### src/rtl/vga_timing_gen.sv
// vga_timing_gen: parametrised VGA timing generator with pixel-rate enable,
// h/v counters, coordinate export and a latency-matched sync/colour output.
//
// Ports:
//   clk_100m    system clock
//   rst         synchronous active-high reset
//   pix_rgb     colour {r,g,b} returned LAT pixel ticks after its coordinate
//   pix_ce      pixel tick enable, one clk wide every DIV clks
//   pix_x/pix_y current horizontal/vertical counters
//   pix_valid   counters lie in the visible region
//   frame_start pulse on the pix_ce at (0,0)
//   line_start  pulse on the pix_ce at h==0
//   vga_hsync/vga_vsync, vga_r/vga_g/vga_b  registered pin outputs

module vga_timing_gen #(
    parameter int DIV      = 4,
    parameter int H_ACTIVE = 640,
    parameter int H_FP     = 16,
    parameter int H_SYNC   = 96,
    parameter int H_BP     = 48,
    parameter int V_ACTIVE = 480,
    parameter int V_FP     = 10,
    parameter int V_SYNC   = 2,
    parameter int V_BP     = 33,
    parameter bit HS_POL   = 1'b0,
    parameter bit VS_POL   = 1'b0,
    parameter int LAT      = 1,
    parameter int RW       = 3,
    parameter int GW       = 3,
    parameter int BW       = 2
) (
    input  logic                clk_100m,
    input  logic                rst,
    input  logic [RW+GW+BW-1:0] pix_rgb,
    output logic                pix_ce,
    output logic [$clog2(H_ACTIVE+H_FP+H_SYNC+H_BP)-1:0] pix_x,
    output logic [$clog2(V_ACTIVE+V_FP+V_SYNC+V_BP)-1:0] pix_y,
    output logic                pix_valid,
    output logic                frame_start,
    output logic                line_start,
    output logic                vga_hsync,
    output logic                vga_vsync,
    output logic [RW-1:0]       vga_r,
    output logic [GW-1:0]       vga_g,
    output logic [BW-1:0]       vga_b
);

    localparam int H_TOTAL = H_ACTIVE + H_FP + H_SYNC + H_BP;
    localparam int V_TOTAL = V_ACTIVE + V_FP + V_SYNC + V_BP;
    localparam int HW      = $clog2(H_TOTAL);
    localparam int VW      = $clog2(V_TOTAL);
    localparam int DW      = (DIV > 1) ? $clog2(DIV) : 1;
    localparam int CW      = RW + GW + BW;
    localparam int HS_BEG  = H_ACTIVE + H_FP;
    localparam int HS_END  = HS_BEG + H_SYNC;
    localparam int VS_BEG  = V_ACTIVE + V_FP;
    localparam int VS_END  = VS_BEG + V_SYNC;

    logic [DW-1:0] div_cnt;
    logic [HW-1:0] h;
    logic [VW-1:0] v;
    logic          h_last;
    logic          v_last;
    logic [31:0]   hx;
    logic [31:0]   vx;
    logic          hs_raw;
    logic          vs_raw;
    logic          act_raw;
    logic          hs_d;
    logic          vs_d;
    logic          act_d;

    // Pixel-rate divider; with DIV=1 the count sits at 0 == DIV-1.
    always_ff @(posedge clk_100m) begin
        if (rst) begin
            div_cnt <= '0;
        end else if (div_cnt == DW'(DIV - 1)) begin
            div_cnt <= '0;
        end else begin
            div_cnt <= div_cnt + DW'(1);
        end
    end

    assign pix_ce = (div_cnt == DW'(DIV - 1)) && !rst;

    assign h_last = (h == HW'(H_TOTAL - 1));
    assign v_last = (v == VW'(V_TOTAL - 1));

    always_ff @(posedge clk_100m) begin
        if (rst) begin
            h <= '0;
            v <= '0;
        end else if (pix_ce) begin
            if (h_last) begin
                h <= '0;
                v <= v_last ? '0 : v + VW'(1);
            end else begin
                h <= h + HW'(1);
            end
        end
    end

    assign pix_x = h;
    assign pix_y = v;

    // Widened copies so region bounds equal to the total never overflow.
    assign hx = 32'(h);
    assign vx = 32'(v);

    assign act_raw = (hx < 32'(H_ACTIVE)) && (vx < 32'(V_ACTIVE));
    assign hs_raw  = (hx >= 32'(HS_BEG)) && (hx < 32'(HS_END));
    assign vs_raw  = (vx >= 32'(VS_BEG)) && (vx < 32'(VS_END));

    assign pix_valid   = act_raw && !rst;
    assign line_start  = pix_ce && (h == '0);
    assign frame_start = pix_ce && (h == '0) && (v == '0);

    // Sync/active delay matching the colour source return latency.
    generate
        if (LAT == 0) begin : g_nodly
            assign hs_d  = hs_raw;
            assign vs_d  = vs_raw;
            assign act_d = act_raw;
        end else begin : g_dly
            logic [LAT-1:0] hs_sr;
            logic [LAT-1:0] vs_sr;
            logic [LAT-1:0] act_sr;

            always_ff @(posedge clk_100m) begin
                if (rst) begin
                    hs_sr  <= '0;
                    vs_sr  <= '0;
                    act_sr <= '0;
                end else if (pix_ce) begin
                    hs_sr  <= LAT'({hs_sr, hs_raw});
                    vs_sr  <= LAT'({vs_sr, vs_raw});
                    act_sr <= LAT'({act_sr, act_raw});
                end
            end

            assign hs_d  = hs_sr[LAT-1];
            assign vs_d  = vs_sr[LAT-1];
            assign act_d = act_sr[LAT-1];
        end
    endgenerate

    always_ff @(posedge clk_100m) begin
        if (rst) begin
            vga_hsync <= ~HS_POL;
            vga_vsync <= ~VS_POL;
            vga_r     <= '0;
            vga_g     <= '0;
            vga_b     <= '0;
        end else if (pix_ce) begin
            vga_hsync <= hs_d ^ ~HS_POL;
            vga_vsync <= vs_d ^ ~VS_POL;
            vga_r     <= act_d ? pix_rgb[CW-1 -: RW] : '0;
            vga_g     <= act_d ? pix_rgb[BW +: GW]   : '0;
            vga_b     <= act_d ? pix_rgb[0 +: BW]    : '0;
        end
    end

endmodule

### config.mk
export PLATFORM = sky130hd
export DESIGN_NAME = vga_timing_gen
export DESIGN_NICKNAME = d
export VERILOG_FILES = /design/src/rtl/vga_timing_gen.sv
export SDC_FILE = /design/constraint.sdc
export NUM_CORES = 1
export LEC_CHECK = 0
export ABC_AREA = 1
export ABC_CLOCK_PERIOD_IN_PS = 1250
export CELL_PAD_IN_SITES_DETAIL_PLACEMENT = 0
export CELL_PAD_IN_SITES_GLOBAL_PLACEMENT = 2
export CORE_UTILIZATION = 25
export CTS_BUF_LIST = sky130_fd_sc_hd__clkbuf_4
export CTS_CLUSTER_SIZE = 14
export DETAILED_ROUTE_END_ITERATION = 6
export GPL_ROUTABILITY_DRIVEN = 0
export GPL_TIMING_DRIVEN = 0
export PLACE_DENSITY_LB_ADDON = 0.1
export REMOVE_ABC_BUFFERS = 1
export SYNTH_ARGS = -nofsm -noshare
export SYNTH_HDL_FRONTEND = slang
export SYNTH_SLANG_ARGS = --single-unit
### constraint.sdc
create_clock -name clk_100m -period 1.25 [get_ports clk_100m]
set_input_delay 0.1875 -clock clk_100m [delete_from_list [all_inputs] [get_ports clk_100m]]
set_output_delay 0.1875 -clock clk_100m [all_outputs]
set_load 0.01 [all_outputs]
# Yosys cells after proc, flatten, opt, wreduce, memory -nomap -nowiden
# Cells that the tools add are included.
op_classes:
  n_addsub: 3
  magnitude_cmp: 6
  n_eq_ne: 3
  mux: 5
  n_bitwise: 2
  n_reduce_logical: 12
ops:
  columns: ["operator", "n"]
  rows:
  - ["$add 10x1->10 const B", 2]
  - ["$eq 10x10->1 const B", 2]
  - ["$logic_not 10->1", 2]
  - ["$lt 10x10->1 const B", 2]
  - ["$lt 10x9->1 const B", 2]
  - ["$mux 10", 2]
  - ["$ge 10x10->1 const B", 1]
  - ["$ge 10x9->1 const B", 1]
  - ["$logic_and 1x1->1", 7]
  - ["$mux 3", 2]
  - ["$add 2x1->2 const B", 1]
  - ["$eq 2x2->1 const B", 1]
  - ["$mux 2", 1]
  - ["$not 1->1", 2]
  - ["$reduce_and 2->1", 1]
  - ["$reduce_or 2->1", 1]
  - ["$logic_not 1->1", 1]
totals:
  ff_bits: 35
  output_inout_bits: 34
  word_cells: 42

# Longest topological paths before layout
logic_depth:
  word_depth: 4
  mapped_depth: 9

# Least setup slack after synthesis
# Ideal clock, no wire load.
synth_timing:
  path_kind: "register to register"
  from: "reg h[0], in the netlist pix_x[0]"
  to: "reg v[2], in the netlist pix_y[2]"
  setup_time_ps: 113
  arrival_ps: 1353
  required_time_ps: 1137
  path_slack_ps: -217
  stages_incl_launch_ff: 10
  n_path_buf: 1
  period_less_slack_ps: 1467
  path_cell_list: "dfxtp_1 -> ha_1 -> nand3_2 -> nor2_4 -> nand3_4 -> inv_4 -> buf_12 -> nand3_1 -> nand2_1 -> nor2_1"
synth_between:
  elab_chain_cells: 2
synth_lines:
  columns: ["item", "line", "rtl"]
  rows:
  - ["start, declared", "60", "logic [HW-1:0] h;"]
  - ["start signal, assigned", "98", "h <= h + HW'(1);"]
  - ["$eq 10x10->1", "86", "assign h_last = (h == HW'(H_TOTAL - 1));"]
  - ["$reduce_and 2->1 (no line)", null, null]
  - ["end signal, assigned", "96", "v <= v_last ? '0 : v + VW'(1);"]
  - ["end, declared", "61", "logic [VW-1:0] v;"]
# Every way passes these cells.
# A chain may end at the register's enable or synchronous reset.

# Final worst setup path
layout_timing:
  from: "reg h[1], in the netlist pix_x[1]"
  to: "out frame_start"
layout_between:
  elab_chain_cells: 3
layout_lines:
  columns: ["item", "line", "rtl"]
  rows:
  - ["$logic_not 10->1", "116", "assign frame_start = pix_ce && (h == '0) && (v == '0);"]
  - ["$logic_and 1x1->1 (2 in series)", "116", null]
  - ["end, declared", "39", "output logic frame_start,"]
# Every way passes these cells.

==> impl_metrics.py <==
metrics = {
    "critical_path": {
        "crit_fanout": 2,
        "slowest_delay_ps": 370,
        "crit_required_ps": 1060,
        "crit_family": "simple AND/OR/NAND/NOR gates",
        "worstSetupEndpointType": "primary output",
        "cp_slowest_cell": "dfxtp_4",
        "critical_path_class": "reg -> out",
        "path_cells": "inv_4, ha_4, nand2_2, nor3_2, nand3_2, nor2_4, and2_4, buf_6",
        "cp_num_buf_inv": 2,
        "critPathLaunchType": "register",
        "crit_arrival_ps": 1610,
    },
    "placed_design": {
        "io_buffers": 43,
        "hpwl_mm": 3.63,
        "dpl_cell_area_mm2": 0.00233,
    },
    "final_layout": {
        "syn_to_final_growth_pct": 64.5,
        "final-seq-area_um2": 767,
        "antennaDiodeCount": 0,
        "final_cell_mix": "nand2_1 (40), nor2_1 (37), inv_1 (31)",
        "fin_area_mm2": 0.00301,
        "multiInputGateArea_mm2": 0.00116,
        "drive_above_1_share_pct": 40.1,
        "final_common_cell": "nand2_1",
        "fin_nets": 356,
        "filler_cell_count": 720,
        "final_util_pct": 43.3,
    },
    "sta": {
        "post-route-period-util_pct": 144,
        "finalClockSkew_ps": 9.94,
        "slew_violations": 0,
        "max_clock_freq_mhz": 557,
        "slew_headroom_pct": 74.0,
        "hold_viol_final": 0,
        "setup_viol": 25,
        "tightest_slew_ps": 391,
        "fin_ws_ps": -545,
        "period_needed_ps": 1790,
        "rsz0062_at_grt": "true",
    },
    "clocking": {
        "insertion_delay_ps": 350,
        "cts.htree.levels": 2,
        "clock_tree.root_cell": "clkbuf_4",
        "cts_buffer_depth": 2,
        "cts_tree": "built",
        "numClockSinks": 35,
        "clk_pin_slew_ps": 130,
        "cts_inserted_buffers": 5,
    },
    "synth": {
        "ys.flop_type": "dfxtp_1",
        "synth_cell_types": 30,
        "synth-edff-count": 0,
        "avgSynthCellArea_um2": 6.90,
        "synthesis.area_mm2": 0.00183,
        "async_flop_share_pct": 0,
        "netlist_instances": 265,
        "yosysWarnings": 0,
        "synth_seq_cells": 35,
        "synth_seq_area_share_pct": 38.3,
    },
    "global_route": {
        "antenna_found_initial": 0,
        "grt_overflow": 0,
        "grt_pass1_wl_mm": 9.05,
        "grt_usage_pct": 15.7,
        "grt_max_degree": 15,
        "grt_pass1_vias": 1797,
    },
    "floorplan": {
        "core-area_mm2": 0.00694,
        "die_w_um": 87.5,
        "ios": 44,
        "die_area_mm2": 0.00766,
        "fp.dieH_um": 87.5,
        "row_count": 30,
        "start_util_pct": 26.3,
    },
    "outcome": {
        "violations": "negative setup slack",
        "status": "complete, but fails checks",
    },
    "power": {
        "power_density_mw_per_mm2": 792,
        "power.total_mw": 2.38,
        "ir_worst_vdd_mv": 0.379,
        "leakage_nw": 1.28,
    },
    "routing": {
        "route.detailed.drc": 0,
        "antenna_left": 0,
        "routedWlPerCell_um": 12.6,
        "via_per_inst": 4.33,
        "via_count": 1898,
        "drt-pass1-iter-count": 4,
        "dr.first_iter.drc_count": 64,
        "wirelength_mm": 5.53,
    },
    "worst_hold_path": {
        "min-delay-path-class": "in -> reg",
    },
    "flow_run": {
        "drv_cap": 0,
    },
}
power breakdown:
group	internal, mW	switching [mW]	leakage (nW)
logic	0.110	0.114	0.927
clock network	0.622	0.423	0.0514
registers	1.10	0.0153	0.298
state kept, by name, indices dropped and copies added (netlist names):
signal	count
act_d	1
g_dly.hs_sr	1
div_cnt	2
vga_g	3
vga_b	2
g_dly.vs_sr	1
vga_hsync	1
pix_y	10
pix_x	10
vga_vsync	1
vga_r	3
worst paths after layout:
kind / endpoint / depth (start not counted) / start / slack [ps]
worst min register to register: div_cnt[0] / 1 / div_cnt[0] / 450
worst min-delay path: pix_x[2] / 2 / rst / 230
worst max-delay path: frame_start / 8 / pix_x[1] / -540
worst max register to register: pix_y[5] / 11 / div_cnt[0] / -380
per-stage QoR:
stage / std cells / hold WS (ps) / worst slack [ps] / setup TNS [ps]
floorplan: 258 / 250 / -277 / -2520
global placement: 397 / 416 / -1740 / -43660
detailed placement: 397 / 417 / -1680 / -43270
CTS: 421 / 228 / -594 / -9340
global route: 438 / 211 / -673 / -10420
finish: 438 / 234 / -545 / -8130
repair_timing:
item / in CTS / in global routing
setup endpoints to repair: 69 / 44
buffers inserted: 16 / 21
hold buffers: 0 / 0
gates resized for setup: 147 / 56
pin swaps: 12 / 17
cells by family after synthesis:
group                    count (synthesis)  synth area share [%]
XOR/XNOR                                 1                 0.479
buffers and inverters                   46                  11.0
adder cells (fa/ha/maj)                  5                  3.42
flip-flops                              35                  38.3
AND/OR/NAND/NOR                        148                  36.8
AO/OA/AOI/OAI                           30                  9.99
cell usage after synthesis, types with 3 or more instances:
| cell type | number | area, µm² |
|---|---|---|
| nand2_1 | 57 | 214 |
| nor2_1 | 42 | 158 |
| inv_1 | 38 | 143 |
| dfxtp_1 | 35 | 701 |
| nand3_1 | 29 | 145 |
| o21ai_0 | 17 | 85.1 |
| a21oi_2 | 6 | 52.6 |
| ha_1 | 5 | 62.6 |
| nand2_2 | 4 | 25.0 |
| nand4_1 | 4 | 25.0 |
| nor3_1 | 4 | 20.0 |
| o22ai_1 | 3 | 18.8 |
per-layer routing:
layer  global-route usage, %  wire [µm]
met4                    4.02         45
met2                    23.7       2460
met3                    4.17        168
met1                    22.2       2850
met5                       0          0
cell type report:
type,instances,area share (%)
Sequential cell,35,25.5
Multi-Input combinational cell,184,38.5
Inverter,39,5.62
Clock inverter,3,2.25
Tap cell,96,4.00
Timing Repair Buffer,76,22.9
Clock buffer,5,1.25
No activity file was read; power rests on OpenSTA's default activity.
